File: config.mk
export PLATFORM = sky130hd
export DESIGN_NAME = block_draw_scheduler
export DESIGN_NICKNAME = d
export VERILOG_FILES = /design/src/rtl/block_draw_scheduler.sv
export SDC_FILE = /design/constraint.sdc
export NUM_CORES = 1
export LEC_CHECK = 0
export ABC_AREA = 0
export CELL_PAD_IN_SITES_DETAIL_PLACEMENT = 1
export CELL_PAD_IN_SITES_GLOBAL_PLACEMENT = 1
export CORE_ASPECT_RATIO = 1.75
export CORE_MARGIN = 5
export CORE_UTILIZATION = 51
export CTS_CLUSTER_SIZE = 25
export DETAILED_ROUTE_END_ITERATION = 12
export PLACE_DENSITY_LB_ADDON = 0.05
export SKIP_CTS_REPAIR_TIMING = 1
export SLEW_MARGIN = 10
export SYNTH_ARGS = -nofsm -noshare
export SYNTH_HDL_FRONTEND = slang
export SYNTH_SLANG_ARGS = --single-unit
File: constraint.sdc
create_clock -name clock -period 9.6 [get_ports clock]
set_clock_uncertainty 0.05 [all_clocks]
set_input_delay 2.88 -clock clock [delete_from_list [all_inputs] [get_ports clock]]
set_output_delay 2.88 -clock clock [all_outputs]
set_load 0.01 [all_outputs]
File: src/rtl/block_draw_scheduler.sv
// Block-draw request scheduler: buffers draw requests in a small FIFO and replays
// them one at a time into the block drawer, restarting the drawer for each request
// and holding it for a cycle budget that covers the drawer's worst-case sweep.
module block_draw_scheduler #(
    parameter int unsigned DEPTH  = 4,
    parameter int unsigned SETTLE = 2
) (
    input  logic       clock,
    input  logic       reset,
    input  logic       req_valid,
    output logic       req_ready,
    input  logic [7:0] req_x,
    input  logic [6:0] req_y,
    input  logic [2:0] req_colour,
    input  logic [3:0] req_size,
    output logic [7:0] start_x,
    output logic [6:0] start_y,
    output logic [2:0] colour,
    output logic [3:0] block_size,
    output logic       drawer_resetn,
    output logic       busy
);

    localparam int unsigned PW = (DEPTH > 1) ? $clog2(DEPTH) : 1;
    localparam int unsigned CW = $clog2(256 + SETTLE + 1);
    localparam int unsigned EW = 22;

    typedef enum logic [1:0] {StIdle, StRestart, StDraw} state_t;

    state_t          r_state, w_state_next;
    logic [EW-1:0]   r_mem [DEPTH];
    logic [PW-1:0]   r_wr_ptr, r_rd_ptr;
    logic [PW:0]     r_count;
    logic [CW-1:0]   r_counter, w_counter_next;
    logic [7:0]      r_start_x;
    logic [6:0]      r_start_y;
    logic [2:0]      r_colour;
    logic [3:0]      r_block_size;

    logic            w_full, w_empty, w_push, w_pop, w_latch;
    logic [EW-1:0]   w_head;
    logic [7:0]      w_head_x;
    logic [6:0]      w_head_y;
    logic [2:0]      w_head_c;
    logic [3:0]      w_head_s;
    logic [8:0]      w_sum_x, w_sum_y, w_prod;
    logic [4:0]      w_side;
    logic [7:0]      w_clamp_x;
    logic [6:0]      w_clamp_y;
    logic [CW-1:0]   w_budget_m1;

    assign w_full  = (r_count == (PW+1)'(DEPTH));
    assign w_empty = (r_count == '0);
    // Refusal on full is independent of a same-cycle pop.
    assign w_push  = req_valid && !w_full;
    assign w_pop   = (r_state == StIdle) && !w_empty;

    assign w_head = r_mem[r_rd_ptr];
    assign {w_head_x, w_head_y, w_head_c, w_head_s} = w_head;
    // Zero-size entries are popped but never latched.
    assign w_latch = w_pop && (w_head_s != 4'd0);

    // Clamp so the whole block lands inside the 160x120 frame.
    assign w_sum_x   = {1'b0, w_head_x} + {5'b0, w_head_s};
    assign w_sum_y   = {2'b0, w_head_y} + {5'b0, w_head_s};
    assign w_clamp_x = (w_sum_x > 9'd160) ? 8'(9'd160 - {5'b0, w_head_s}) : w_head_x;
    assign w_clamp_y = (w_sum_y > 9'd120) ? 7'(9'd120 - {5'b0, w_head_s}) : w_head_y;

    // Draw budget minus one, derived from the already-latched size.
    assign w_side      = {1'b0, r_block_size} + 5'd1;
    assign w_prod      = {4'b0, w_side} * {4'b0, w_side};
    assign w_budget_m1 = CW'(w_prod) + CW'(SETTLE) - CW'(1);

    // FIFO storage; contents need no reset because pointers and occupancy do.
    always_ff @(posedge clock) begin
        if (!reset && w_push) begin
            r_mem[r_wr_ptr] <= {req_x, req_y, req_colour, req_size};
        end
    end

    // FIFO pointers and occupancy.
    always_ff @(posedge clock) begin
        if (reset) begin
            r_wr_ptr <= '0;
            r_rd_ptr <= '0;
            r_count  <= '0;
        end else begin
            if (w_push) r_wr_ptr <= r_wr_ptr + 1'b1;
            if (w_pop)  r_rd_ptr <= r_rd_ptr + 1'b1;
            case ({w_push, w_pop})
                2'b10:   r_count <= r_count + 1'b1;
                2'b01:   r_count <= r_count - 1'b1;
                default: r_count <= r_count;
            endcase
        end
    end

    // State and draw-cycle counter registers.
    always_ff @(posedge clock) begin
        if (reset) begin
            r_state   <= StIdle;
            r_counter <= '0;
        end else begin
            r_state   <= w_state_next;
            r_counter <= w_counter_next;
        end
    end

    // Next-state and counter logic.
    always_comb begin
        w_state_next   = r_state;
        w_counter_next = r_counter;
        unique case (r_state)
            StIdle: begin
                if (w_latch) w_state_next = StRestart;
            end
            StRestart: begin
                w_counter_next = w_budget_m1;
                w_state_next   = StDraw;
            end
            StDraw: begin
                if (r_counter == '0) w_state_next = StIdle;
                else                 w_counter_next = r_counter - 1'b1;
            end
            default: w_state_next = StIdle;
        endcase
    end

    // Output latches hold until the next non-zero-size pop.
    always_ff @(posedge clock) begin
        if (reset) begin
            r_start_x    <= '0;
            r_start_y    <= '0;
            r_colour     <= '0;
            r_block_size <= '0;
        end else if (w_latch) begin
            r_start_x    <= w_clamp_x;
            r_start_y    <= w_clamp_y;
            r_colour     <= w_head_c;
            r_block_size <= w_head_s;
        end
    end

    assign start_x       = r_start_x;
    assign start_y       = r_start_y;
    assign colour        = r_colour;
    assign block_size    = r_block_size;
    assign drawer_resetn = (r_state == StDraw);
    assign busy          = !w_empty || (r_state != StIdle);
    assign req_ready     = !w_full;

endmodule

==> out/metrics.cfg, run 1 <==
[flow_run]
cap_violations = 0

[logic_synthesis]
synth_nets = 535
synth_warnings = 0
synth-seq-area-share_pct = 57.1
synth_mux_area_share_pct = 9.11
synth-edff-count = 88
avgSynthCellArea_um2 = 12.8
yosysMostFrequentCell = edfxtp_1
ys_ff_latch = 130
synthesis.area_um2 = 6100
yosys.area_share.simple_pct = 11.4
synthTopCellsByCount = 88 x edfxtp_1, 46 x nor2_1, 42 x dfxtp_1
ys_types = 62
yosys.area.top_type = edfxtp_1
synth_top_area_share_pct = 43.3
synth_ff_type = edfxtp_1
synth-compound-area-share_pct = 9.43
postSynth.asyncResetShare_pct = 0
yosys.area_share.adder_pct = 7.18
synthCells = 478
synthXorXnorAreaFrac_pct = 2.87
synthTopCellsByArea = edfxtp_1 43%, dfxtp_1 14%, mux4_2 6.3%
synth_top_family_by_area = simple AND/OR/NAND/NOR gates

[floorplan]
rows = 53
core-area_um2 = 11900
ioPinCount = 50
die_h_um = 155
start_util_pct = 51.4
die-area_um2 = 14300
dieWidth_um = 92.7

[power]
p_leak_nw = 2.66
total_power_w = 0.00237
vdd_drop_max_mv = 0.181
power.density_nw_per_um2 = 322

[layout]
final_cells = 682
fin_area_um2 = 7340
fill_cells = 1135
seq_area_um2 = 3480
drive_gt1_share_pct = 12.3
final_nets = 590
syn_to_final_growth_pct = 20.4
multiInputGateArea_um2 = 2440
num_antenna_cells = 0

[drt]
wl_per_cell_um = 20.3
drc_errors = 0
vias = 3967
drt-pass1-iter-count = 4
drt_iter0_markers = 117
wirelength_um = 13800
via_per_inst = 5.82
ant_nets = 0

[setup_path]
cp-end-kind = output port
crit_fanout = 10
cp.depth = 3
reg2reg_slack_ns = 5.38
r2r_start = block_size[0]$_SDFFE_PP0P_
crit_start = r_state[1]$_SDFFE_PP0P_
critPathKind = flop to output port
cp-start-kind = flop
r2r-end = r_counter[8]$_SDFFE_PP0P_
required_ns = 6.67
cp.buffers_inverters = 2
cp_slowest_cell = clkdlybuf4s50_1
path_delay_family = buffers and inverters
max_stage_delay_ns = 0.56
crit_chain = nand2b_1 -> inv_2 -> clkdlybuf4s50_1
rr_worst_depth = 14
worstPathArrival_ns = 1.86
crit_end = drawer_resetn

[global_routing]
grt_pass1_wl_um = 22500
grt.total_usage_pct = 20.5
grt_overflow = 0
grt_max_degree = 43
grt_pass1_vias = 4457
antenna_found_initial = 0

[timing]
finalCritPeriodShare_pct = 49.9
setup_viol = 0
finalSetupTns_ns = 0
fmax_mhz = 209
whs_ns = 0.407
tightestPinTransition_ns = 1.17
relSlewSlack_pct = 22.0
slew_violations = 0
rsz0062_at_grt = no
hold_viol = 0
period_needed_ns = 4.79

[clocking]
cts_buffers = 17
cts_max_level = 4
cts-root-buf = clkbuf_16
clkLatencyLatePin_ns = 0.42
cts.sinks = 130
cts_tree = done
clk_pin_slew_ns = 0.06
clockBufferDepth = 2

[status]
outcome = complete, no violations

[placed_design]
placed_area_um2 = 6720
portBuffers = 49
dp.cells = 651
place_hpwl_um = 9630
gp_congestion = 0.833

[hold_path]
hp-class = flop to flop

routing by layer:
layer,vias to the layer above,global-route usage [%],share of wire (%)
met5,-,0,0
met4,0,9.57,3.2
met3,31,4.09,2.7
met2,66,40.0,58
met1,1984,20.1,36
li1,1886,-,-
area by class of cell:
| cell class | count | area share, % |
|---|---|---|
| Tap cell | 137 | 2.33 |
| Clock inverter | 14 | 2.74 |
| Timing Repair Buffer | 53 | 7.09 |
| Multi-Input combinational cell | 305 | 33.3 |
| Inverter | 26 | 1.33 |
| Clock buffer | 17 | 5.79 |
| Sequential cell | 130 | 47.4 |
how the worst min path moves through the flow:
| stage | cells after the start | startpoint | to |
|---|---|---|---|
| after global routing | 2 | start_y[5]$_SDFFE_PP0P_ | start_y[5]$_SDFFE_PP0P_ |
| after floorplan | 2 | r_counter[7]$_SDFFE_PP0P_ | r_counter[7]$_SDFFE_PP0P_ |
| after CTS | 2 | start_y[5]$_SDFFE_PP0P_ | start_y[5]$_SDFFE_PP0P_ |
| after detailed placement | 2 | start_y[5]$_SDFFE_PP0P_ | start_y[5]$_SDFFE_PP0P_ |
| final | 2 | colour[0]$_SDFFE_PP0P_ | colour[0]$_SDFFE_PP0P_ |
| after global placement | 2 | colour[1]$_SDFFE_PP0P_ | colour[1]$_SDFFE_PP0P_ |
cells by family after synthesis:
kind of cell | after synthesis
simple gates | 144
flops | 130
compound gates | 82
buf+inv | 43
fa+ha+maj | 32
mux | 26
xor+xnor | 20
other cells | 1
report_power, final:
part / internal [W] / switching, W / total [W]
registers: 0.000684 / 0.0000651 / 0.000749
logic: 0.000398 / 0.000537 / 0.000935
clock network: 0.000437 / 0.000246 / 0.000683
sequential cells by signal, summed over array words and instances, names as in the netlist, 3 cells and up, named ones only:
register / count
block_size: 4
start_x: 8
r_counter: 9
colour: 3
r_count: 3
r_mem: 88
start_y: 7
per-stage QoR:
stage | worst slack [ns] | utilization [%]
2_1_floorplan | 5.33 | -
3_3_place_gp | 4.40 | 56.6
3_5_place_dp | 4.36 | 56.6
4_1_cts | 4.78 | 61.9
5_1_grt | 4.70 | 61.9
6_report | 4.81 | 61.9
placed cells by master (no fill, tap or decap), types with 3 or more instances in the layout:
cell / n
a31oi_1: 3
nor4_1: 6
o21ai_0: 13
xnor2_1: 13
xor2_1: 7
buf_4: 4
fa_1: 5
nand2b_1: 9
a21o_1: 3
nor3b_1: 3
nor3_1: 7
mux4_2: 17
mux2i_1: 3
or3_1: 3
o21ai_1: 3
a2111oi_2: 4
inv_6: 5
mux4_1: 5
inv_1: 25
nand3_1: 10
nand2_1: 39
ha_1: 27
and2_1: 6
a211oi_1: 6
a21oi_1: 25
a22oi_1: 3
dfxtp_1: 42
nor2b_1: 5
bufinv_16: 4
clkdlybuf4s50_1: 49
edfxtp_1: 88
clkbuf_16: 17
nor2_1: 46
tightest hold or removal path, cell delays in order (launching register included):
cell and delay (ns):
dfxtp_1 0.31, nand2_1 0.05, a21oi_1 0.05
Power figures use the tool's default switching activity.
==> inputs of run 2 (changes only) <==
--- a/config.mk
+++ b/config.mk
@@ -10,7 +10,7 @@
 export CELL_PAD_IN_SITES_GLOBAL_PLACEMENT = 1
 export CORE_ASPECT_RATIO = 1.75
 export CORE_MARGIN = 5
-export CORE_UTILIZATION = 51
+export CORE_UTILIZATION = 48
 export CTS_CLUSTER_SIZE = 25
 export DETAILED_ROUTE_END_ITERATION = 12
 export PLACE_DENSITY_LB_ADDON = 0.05
==> constraint.sdc (replaced) <==
create_clock -name clock -period 4.9 [get_ports clock]
set_clock_uncertainty 0.05 [all_clocks]
set_input_delay 1.47 -clock clock [delete_from_list [all_inputs] [get_ports clock]]
set_output_delay 1.47 -clock clock [all_outputs]
set_load 0.01 [all_outputs]
==> out/metrics.cfg, run 2 (synthesis results as in run 1) <==
[setup_path]
cp-end-kind = flop  ; was output port
crit_start = block_size[0]$_SDFFE_PP0P_  ; was r_state[1]$_SDFFE_PP0P_
required_ns = 5.14  ; was 6.67 ns
worstPathArrival_ns = 4.25  ; was 1.86 ns
r2r-end = r_counter[8]$_SDFFE_PP0P_  ; unchanged
rr_worst_depth = 14  ; unchanged
crit_fanout = 10  ; unchanged
reg2reg_slack_ns = 0.89  ; was 5.38 ns
r2r_start = block_size[0]$_SDFFE_PP0P_  ; unchanged
crit_end = r_counter[8]$_SDFFE_PP0P_  ; was drawer_resetn
critPathKind = flop to flop  ; was flop to output port
cp-start-kind = flop  ; unchanged

[timing]
fmax_mhz = 249
finalCritPeriodShare_pct = 81.9
rsz0062_at_grt = no  ; unchanged
hold_viol = 0  ; unchanged
setup_viol = 0  ; unchanged
finalSetupTns_ns = 0  ; unchanged
slew_violations = 0  ; unchanged
relSlewSlack_pct = 44.6  ; was 22.0%
period_needed_ns = 4.01
tightestPinTransition_ns = 0.830  ; was 1.17 ns

[drt]
drc_errors = 0  ; unchanged
drt_iter0_markers = 159  ; was 117
vias = 4017  ; was 3967
ant_nets = 0  ; unchanged
wirelength_um = 14000  ; was 13800 um
drt-pass1-iter-count = 4  ; unchanged
wl_per_cell_um = 19.5  ; was 20.3 um
via_per_inst = 5.59  ; was 5.82

[layout]
layout_common_cells = 88 x edfxtp_1, 49 x clkdlybuf4s50_1, 46 x nor2_1  ; unchanged
final_nets = 596  ; was 590
largest_register_ff_count = 88  ; unchanged
top_register = r_mem  ; unchanged
num_antenna_cells = 0  ; unchanged
final_cells = 719  ; was 682
fin_util_pct = 59.4  ; was 61.9%
final_common_cell = edfxtp_1  ; unchanged
drive_gt1_share_pct = 13.2  ; was 12.3%
fin_area_um2 = 7430  ; was 7340 um2
fill_cells = 1234  ; was 1135
syn_to_final_growth_pct = 21.7  ; was 20.4%

[clocking]
cts_tree = done  ; unchanged
cts_buffers = 17  ; unchanged
clkLatencyLatePin_ns = 0.42  ; about the same
clockBufferDepth = 2  ; unchanged
cts-root-buf = clkbuf_16  ; unchanged
cts.sinks = 130  ; unchanged
clk_pin_slew_ns = 0.06  ; about the same
cts_max_level = 4  ; unchanged

[placed_design]
dp.cells = 688  ; was 651
gp_congestion = 0.826  ; was 0.833
portBuffers = 49  ; unchanged
place_hpwl_um = 9980  ; was 9630 um
placed_area_um2 = 6800  ; was 6720 um2

[global_routing]
grt.total_usage_pct = 20.0  ; was 20.5%
grt_overflow = 0  ; unchanged
grt_pass1_wl_um = 22700  ; was 22500 um
antenna_found_initial = 0  ; unchanged
grt_pass1_vias = 4462  ; was 4457
grt_max_degree = 43  ; unchanged

[power]
pwr-share-seq_pct = 32.1  ; was 31.6%
p_leak_nw = 2.69  ; was 2.66 nW
power.internal_w = 0.00299  ; was 0.00152 W
power.density_nw_per_um2 = 627  ; was 322 nW/um2
switching_share_pct = 35.9  ; was 35.8%
power_frac_comb_pct = 39.1  ; was 39.5%
pwr-share-clk_pct = 28.8  ; was 28.9%
vdd_drop_max_mv = 0.351  ; was 0.181 mV
total_power_w = 0.00466  ; was 0.00237 W
switchingPower_w = 0.00167  ; was 0.000848 W

[floorplan]
core-area_um2 = 12500  ; was 11900 um2
die_h_um = 159  ; was 155 um
rows = 54  ; was 53
ioPinCount = 50  ; unchanged
die-area_um2 = 15200  ; was 14300 um2
start_util_pct = 48.8  ; was 51.4%
dieWidth_um = 95.2  ; was 92.7 um

[flow_run]
cap_violations = 0  ; unchanged

[status]
outcome = complete, no violations  ; unchanged

[hold_path]
hp-class = flop to flop  ; unchanged

run 2: cell types whose count changed in the layout (fill, tap and decap cells not counted), sizes merged:
cell / delta
buf: +6
run 2: critical path, stage by stage, from the launching register on:
cell,delay [ns]
dfxtp_1,0.51
inv_1,0.11
ha_1,0.37
nand2b_1,0.22
fa_1,0.50
fa_1,0.52
inv_1,0.04
ha_1,0.28
a41o_1,0.24
ha_1,0.32
a21oi_1,0.22
o21bai_1,0.10
a21oi_1,0.18
xnor2_1,0.14
a21oi_1,0.08
run 2: cell type report:
type	instances	area, um2	share of cell area, %
clock buffer	17	425	5.73
clock inverter	14	201	2.71
inverter	26	97.6	1.31
multi-input combinational	305	2440	32.9
sequential	130	3480	46.9
tap	168	210	2.83
timing repair buffer	59	566	7.61
run 2: how the worst min path moves through the flow:
| stage | start | end | slack (ns) | cells after the start |
|---|---|---|---|---|
| finish | colour[0]$_SDFFE_PP0P_ | colour[0]$_SDFFE_PP0P_ | 0.41 | 2 |
| global route | start_x[6]$_SDFFE_PP0P_ | start_x[6]$_SDFFE_PP0P_ | 0.45 | 2 |
| CTS | colour[0]$_SDFFE_PP0P_ | colour[0]$_SDFFE_PP0P_ | 0.41 | 2 |
| detailed placement | colour[0]$_SDFFE_PP0P_ | colour[0]$_SDFFE_PP0P_ | 0.40 | 2 |
| global placement | colour[1]$_SDFFE_PP0P_ | colour[1]$_SDFFE_PP0P_ | 0.40 | 2 |
| floorplan | r_counter[7]$_SDFFE_PP0P_ | r_counter[7]$_SDFFE_PP0P_ | 0.40 | 2 |
run 2: power groups by stage:
stage,Combinational [W],Clock [W],Sequential (W)
2_1_floorplan,0.00126,0,0.00148
3_5_place_dp,0.00182,0,0.00152
3_3_place_gp,0.00176,0,0.00151
6_report,0.00182,0.00134,0.00149
5_1_grt,0.00202,0.00143,0.00152
4_1_cts,0.00185,0.00137,0.00150
run 2: metrics by stage:
stage | hold slack, ns | setup WS (ns)
2_1_floorplan | 0.396 | 1.16
6_report | 0.409 | 0.886
3_5_place_dp | 0.404 | 0.873
3_3_place_gp | 0.397 | 1.05
4_1_cts | 0.412 | 0.863
5_1_grt | 0.447 | 0.630
run 2: per-layer routing:
| metal | vias up | part of all wire (%) | global-route usage [%] |
|---|---|---|---|
| met5 | - | 0 | 0 |
| met4 | 0 | 3.2 | 8.74 |
| met3 | 28 | 3.0 | 4.21 |
| met2 | 88 | 57 | 37.2 |
| met1 | 2005 | 37 | 20.9 |
| li1 | 1896 | - | - |
